**config.mk**
```make
export PLATFORM = sky130hd
export DESIGN_NAME = ex_muldiv
export DESIGN_NICKNAME = d
export VERILOG_FILES = /design/src/rtl/muldiv_pkg.sv /design/src/rtl/muldiv_datapath.sv /design/src/rtl/ex_muldiv.sv
export SDC_FILE = /design/constraint.sdc
export NUM_CORES = 1
export LEC_CHECK = 0
export CORE_MARGIN = 5
export CORE_UTILIZATION = 50
export CTS_CLUSTER_DIAMETER = 200
export DETAILED_ROUTE_END_ITERATION = 10
export GPL_TIMING_DRIVEN = 0
export PLACE_DENSITY = 0.82
export SYNTH_ARGS = -nofsm -noshare
export SYNTH_HDL_FRONTEND = slang
export SYNTH_HIERARCHICAL = 1
export SYNTH_SLANG_ARGS = --single-unit
```
**constraint.sdc**
```tcl
create_clock -name clk -period 5.5 [get_ports clk]
set_input_delay 1.375 -clock clk [delete_from_list [all_inputs] [get_ports clk]]
set_output_delay 1.375 -clock clk [all_outputs]
set_load 0.02 [all_outputs]
```
**src/rtl/muldiv_pkg.sv**
```systemverilog
// Shared encodings and constants for the iterative RV32M multiply/divide unit.
package muldiv_pkg;

   typedef enum logic [2:0] {
      OP_MUL    = 3'd0,
      OP_MULH   = 3'd1,
      OP_MULHSU = 3'd2,
      OP_MULHU  = 3'd3,
      OP_DIV    = 3'd4,
      OP_DIVU   = 3'd5,
      OP_REM    = 3'd6,
      OP_REMU   = 3'd7
   } muldiv_op_e;

   typedef enum logic [2:0] {
      S_IDLE = 3'd0,
      S_MUL  = 3'd1,
      S_DIV  = 3'd2,
      S_FIX  = 3'd3,
      S_DONE = 3'd4
   } muldiv_state_e;

   localparam int          MULDIV_ITERS = 32;
   localparam int          MULDIV_LAT   = 34;
   localparam logic [31:0] DIV0_Q       = 32'hFFFF_FFFF;
   localparam logic [31:0] OVF_Q        = 32'h8000_0000;

endpackage

```
**src/rtl/muldiv_datapath.sv**
```systemverilog
// 64-bit accumulator for shift-add multiply and restoring divide, plus sign fix-up.
// Divide stepping and remainder/quotient negation exist only with MULDIV_DIV_EN.
module muldiv_datapath
   import muldiv_pkg::*;
#(
   parameter int XLEN = 32
) (
   input  logic            clk,
   input  logic            rst_n,
   input  logic            i_load,
   input  logic            i_mul_step,
   input  logic            i_div_step,
   input  logic            i_is_div,
   input  logic            i_neg,
   input  logic            i_hi,
   input  logic [XLEN-1:0] i_a,
   input  logic [XLEN-1:0] i_b,
   output logic [XLEN-1:0] o_word
);

   logic [2*XLEN-1:0] r_acc;
   logic [XLEN-1:0]   r_opb;

   // Multiplier sits in the low half and drains out the bottom as the product fills in.
   logic [XLEN:0]     w_add;
   assign w_add = {1'b0, r_acc[2*XLEN-1:XLEN]} + {1'b0, (r_acc[0] ? r_opb : {XLEN{1'b0}})};

`ifdef MULDIV_DIV_EN
   // Partial remainder in the high half, quotient bits shift in at the bottom.
   logic [XLEN+1:0]   w_trial;
   logic [2*XLEN-1:0] w_div_nxt;
   assign w_trial   = {1'b0, r_acc[2*XLEN-1:XLEN-1]} - {2'b00, r_opb};
   assign w_div_nxt = w_trial[XLEN+1] ? {r_acc[2*XLEN-2:0], 1'b0}
                                      : {w_trial[XLEN-1:0], r_acc[XLEN-2:0], 1'b1};
`else
   logic w_unused_div;
   assign w_unused_div = i_div_step;
`endif

   always_ff @(posedge clk or negedge rst_n) begin
      if (!rst_n) begin
         r_acc <= '0;
         r_opb <= '0;
      end else if (i_load) begin
         r_acc <= {{XLEN{1'b0}}, i_a};
         r_opb <= i_b;
      end else if (i_mul_step) begin
         r_acc <= {w_add, r_acc[XLEN-1:1]};
`ifdef MULDIV_DIV_EN
      end else if (i_div_step) begin
         r_acc <= w_div_nxt;
`endif
      end
   end

   logic [2*XLEN-1:0] w_full;
   logic [XLEN-1:0]   w_sel;
   assign w_full = (i_neg && !i_is_div) ? (~r_acc + 1'b1) : r_acc;
   assign w_sel  = i_hi ? w_full[2*XLEN-1:XLEN] : w_full[XLEN-1:0];

`ifdef MULDIV_DIV_EN
   assign o_word = (i_neg && i_is_div) ? (~w_sel + 1'b1) : w_sel;
`else
   assign o_word = w_sel;
`endif

endmodule

```
**src/rtl/ex_muldiv.sv**
```systemverilog
// EX-stage iterative RV32M mul/div: FSM, iteration counter, handshakes, special cases.
// Define MULDIV_DIV_EN to build the divide path; otherwise ops 4-7 finish at once with 0.
module ex_muldiv
   import muldiv_pkg::*;
#(
   parameter int XLEN = 32
) (
   input  logic            clk,
   input  logic            rst_n,
   input  logic            flush,
   input  logic            in_valid,
   output logic            in_ready,
   input  logic [2:0]      op,
   input  logic [XLEN-1:0] rs1_data,
   input  logic [XLEN-1:0] rs2_data,
   input  logic [4:0]      rd_addr,
   output logic            out_valid,
   input  logic            out_ready,
   output logic [XLEN-1:0] result,
   output logic [4:0]      out_rd_addr,
   output logic            busy
);

   muldiv_state_e r_state, w_state_nxt;
   logic [4:0]      r_cnt;
   logic            r_neg, r_hi, r_is_div;
   logic [4:0]      r_rd;
   logic [XLEN-1:0] r_result;

   muldiv_op_e w_op;
   logic       w_accept, w_s1, w_s2, w_neg, w_hi;
   logic       w_special;
   logic [XLEN-1:0] w_a_mag, w_b_mag, w_special_res, w_fix_word;

   assign w_op     = muldiv_op_e'(op);
   assign w_accept = in_valid && (r_state == S_IDLE) && !flush;

   assign w_s1 = rs1_data[XLEN-1] &&
                 (w_op == OP_MULH || w_op == OP_MULHSU || w_op == OP_DIV || w_op == OP_REM);
   assign w_s2 = rs2_data[XLEN-1] && (w_op == OP_MULH || w_op == OP_DIV || w_op == OP_REM);
   assign w_a_mag = w_s1 ? (~rs1_data + 1'b1) : rs1_data;
   assign w_b_mag = w_s2 ? (~rs2_data + 1'b1) : rs2_data;

   // Remainder takes the dividend's sign; everything else takes the XOR of operand signs.
   assign w_neg = (w_op == OP_REM) ? w_s1 : (w_s1 ^ w_s2);
   assign w_hi  = (w_op != OP_MUL) && (w_op != OP_DIV) && (w_op != OP_DIVU);

`ifdef MULDIV_DIV_EN
   logic w_div0, w_ovf;
   assign w_div0 = op[2] && (rs2_data == '0);
   assign w_ovf  = (w_op == OP_DIV || w_op == OP_REM) &&
                   (rs1_data == OVF_Q) && (rs2_data == DIV0_Q);
   assign w_special     = w_div0 || w_ovf;
   assign w_special_res = w_div0 ? (op[1] ? rs1_data : DIV0_Q)
                                 : (op[1] ? {XLEN{1'b0}} : OVF_Q);
`else
   assign w_special     = op[2];
   assign w_special_res = '0;
`endif

   always_comb begin
      w_state_nxt = r_state;
      case (r_state)
         S_IDLE: if (w_accept) w_state_nxt = w_special ? S_DONE : (op[2] ? S_DIV : S_MUL);
         S_MUL,
         S_DIV:  if (r_cnt == 5'(MULDIV_ITERS - 1)) w_state_nxt = S_FIX;
         S_FIX:  w_state_nxt = S_DONE;
         S_DONE: if (out_ready) w_state_nxt = S_IDLE;
         default: w_state_nxt = S_IDLE;
      endcase
      if (flush) w_state_nxt = S_IDLE;
   end

   always_ff @(posedge clk or negedge rst_n) begin
      if (!rst_n) begin
         r_state  <= S_IDLE;
         r_cnt    <= '0;
         r_neg    <= 1'b0;
         r_hi     <= 1'b0;
         r_is_div <= 1'b0;
         r_rd     <= '0;
         r_result <= '0;
      end else begin
         r_state <= w_state_nxt;
         if (w_accept) begin
            r_cnt    <= '0;
            r_neg    <= w_neg;
            r_hi     <= w_hi;
            r_is_div <= op[2];
            r_rd     <= rd_addr;
            if (w_special) r_result <= w_special_res;
         end else if (r_state == S_MUL || r_state == S_DIV) begin
            r_cnt <= r_cnt + 5'd1;
         end else if (r_state == S_FIX) begin
            r_result <= w_fix_word;
         end
      end
   end

   muldiv_datapath #(.XLEN(XLEN)) u_dp (
      .clk        (clk),
      .rst_n      (rst_n),
      .i_load     (w_accept),
      .i_mul_step (r_state == S_MUL),
      .i_div_step (r_state == S_DIV),
      .i_is_div   (r_is_div),
      .i_neg      (r_neg),
      .i_hi       (r_hi),
      .i_a        (w_a_mag),
      .i_b        (w_b_mag),
      .o_word     (w_fix_word)
   );

   assign in_ready    = (r_state == S_IDLE);
   assign busy        = (r_state != S_IDLE);
   assign out_valid   = (r_state == S_DONE);
   assign result      = r_result;
   assign out_rd_addr = r_rd;

endmodule
```
==> summary.md <==
| Metric | Value |
|---|---|
| WL final | 31.6 mm |
| Drt initial violations | 1069 |
| Die width | 158 um |
| Crit-path slowest cell | buf_1 |
| Outcome | completed |
| Antenna violations before repair | 0 |
| CP required | 5.80 ns |
| DR vias | 10400 |
| Drt first pass iters | 6 |
| Crit path kind | in2reg |
| Die Y | 158 um |
| Routed Antenna Nets | 0 |
| Crit-path max FO | 10 |
| Routability cong. | 0.961 |
| Setup bufs post-CTS | 0 |
| Worst hold path type | reg2reg |
| Pre-CTS setup slack | 0.350 ns |
| Worst-margin pin slew | 0.995 ns |
| Share of cells above drive strength 1 | 6.38% |
| Largest net degree at the start of global routing | 77 |
| Core area | 21700 sq um |
| Crit start category | input port |
| Slew Viols, Final | 0 |
| CTS buffer count | 17 |
| Clock latency at the later pin of the worst-skew pair | 0.44 ns |
| Post-synthesis cell area | 10900 sq um |
| Period utilization | 86.0% |
| CTS max path bufs | 2 |
| Syn_nets | 1393 |
| Leak pwr | 5.46 nW |
| R2R cell count | 14 |
| Via/cell ratio | 6.11 |
| CTS tree | done |
| Maximum vdd drop | 0.271 mV |
| Final Hold Vio Count | 0 |
| Setup WS post-layout | 0.771 ns |
| DRC violations left | 0 |
| Critical Path AT | 5.03 ns |
| Wire per inst | 18.5 um |
| Syn Inst Count | 1278 |
| Diode count | 0 |
| R2R Path End | u_dp/r_acc[59]$_DFFE_PN0P_ |
| Max Clk Rate | 211 MHz |
| Initial Util | 50.4% |
| Bufs and invs on worst path | 7 |
| Layout Nets | 1528 |
| First-pass GRT wire length | 50.5 mm |
| Final setup viols | 0 |
| Critical Path Max Stage Delay | 0.53 ns |
| Setup crit end | u_dp/r_acc[38]$_DFFE_PN0P_ |
| Die Area | 24900 sq um |
| CTS Hold Bufs | 0 |
| Final Critical Period | 4.73 ns |
| FF-to-FF setup slack | 1.12 ns |
| Pwr/cell area | 396 nW/um^2 |
| Worst setup path startpoint | flush |
| DP Wirelength | 24.6 mm |
| Gr usage total | 25.1% |
| Sinks on Clock Net | 144 |
| RR Startpoint | u_dp/r_acc[0]$_DFFE_PN0P_ |
| Vias in the first global route | 9974 |
| Clock transition at path regs | 0.06 ns |
| Crit path cell chain | clkdlybuf4s50_1 > nor2_1 > and3_1 > clkbuf_1 > buf_1 > clkbuf_1 > clkbuf_1 > buf_1 > buf_1 > nor2_1 |
| Port bufs | 115 |
| Stages on the worst setup path | 10 |
| # IOs | 117 |
| Grt ovf | 0 |
| Clock Skew | 0.0100 ns |
| Yosys warns | 6 |
| Root Driver | clkbuf_16 |
| Avg Inst Size Synth | 8.55 sq um |
| Largest delay share family, worst path | buffers and inverters |
| Worst setup EP type | register |
| Number of gates resized after cts | 0 |
| RSZ-0062 raised after global routing | false |
| Row count | 54 |
| Final Total Pwr | 5.17 mW |
| Htree depth | 4 |
| Max_slew headroom | 31.9% |
| Synthesis-to-finish area growth | 19.5% |
| Max cap viols | 0 |
cell usage in the layout (no fill, tap or decap), types with 11 or more instances in the layout:
master	n
dfrtp_1	144
nor2_1	136
clkdlybuf4s50_1	114
a21oi_1	104
nand2_1	96
o21ai_0	79
xnor2_1	76
xor2_1	65
clkbuf_1	54
mux2i_1	53
and2_1	39
mux2_2	39
ha_1	37
nor3_1	35
a22o_1	32
inv_1	24
nor4_1	21
nand3_1	20
o31ai_1	19
a31oi_1	17
clkbuf_16	17
a21o_1	16
nand2b_1	13
or3_1	13
nand4_1	13
buf_1	12
or4_1	12
o21a_1	11
final cells by class:
class,count,area (sq um)
Sequential cell,144,3600
Tap cell,280,350
Timing Repair Buffer,116,1180
Clock buffer,18,439
Multi-Input combinational cell,1040,6960
Fill cell,1866,8640
Buffer,70,274
Clock inverter,14,158
Inverter,24,90.1
worst min path at each step:
stage / from / end / slack, ns / depth (start not counted)
2_1_floorplan: u_dp/r_opb[31]$_DFFE_PN0P_ / u_dp/r_opb[31]$_DFFE_PN0P_ / 0.47 / 1
3_3_place_gp: u_dp/r_opb[30]$_DFFE_PN0P_ / u_dp/r_opb[30]$_DFFE_PN0P_ / 0.48 / 1
3_5_place_dp: result[11]$_DFFE_PN0P_ / result[11]$_DFFE_PN0P_ / 0.49 / 1
4_1_cts: result[11]$_DFFE_PN0P_ / result[11]$_DFFE_PN0P_ / 0.50 / 1
5_1_grt: u_dp/r_opb[21]$_DFFE_PN0P_ / u_dp/r_opb[21]$_DFFE_PN0P_ / 0.51 / 1
6_report: u_dp/r_opb[28]$_DFFE_PN0P_ / u_dp/r_opb[28]$_DFFE_PN0P_ / 0.50 / 1
power by group:
part	switching, mW	internal [mW]	total, mW
logic	1.33	0.959	2.29
registers	0.388	1.31	1.69
clock network	0.492	0.687	1.18
routing by layer:
metal,vias to the layer above,track usage (%),part of all wire (%)
met1,4973,33.6,42
met2,504,41.6,48
li1,4887,-,-
met3,66,3.75,7.9
met5,-,0,0
met4,0,8.85,2.5
stage by stage:
step           hold WS [ns]  instance area, sq um  util (%)  setup TNS [ns]  cells
6_report              0.499                 13100      60.2               0   1706
3_3_place_gp          0.483                 12400      57.3         -369.32   1673
5_1_grt               0.514                 13100      60.2               0   1706
2_1_floorplan         0.472                 10900         -               0   1278
4_1_cts               0.502                 13100      60.2               0   1706
3_5_place_dp          0.488                 12500      57.4               0   1674
sequential cells by signal (all words and copies together) (netlist names):
register	flops
r_cnt	5
out_rd_addr	5
r_hi	1
r_state	3
r_is_div	1
result	32
r_neg	1
u_dp/r_acc	64
u_dp/r_opb	32
Note: power is estimated with default switching activity, not from simulation.
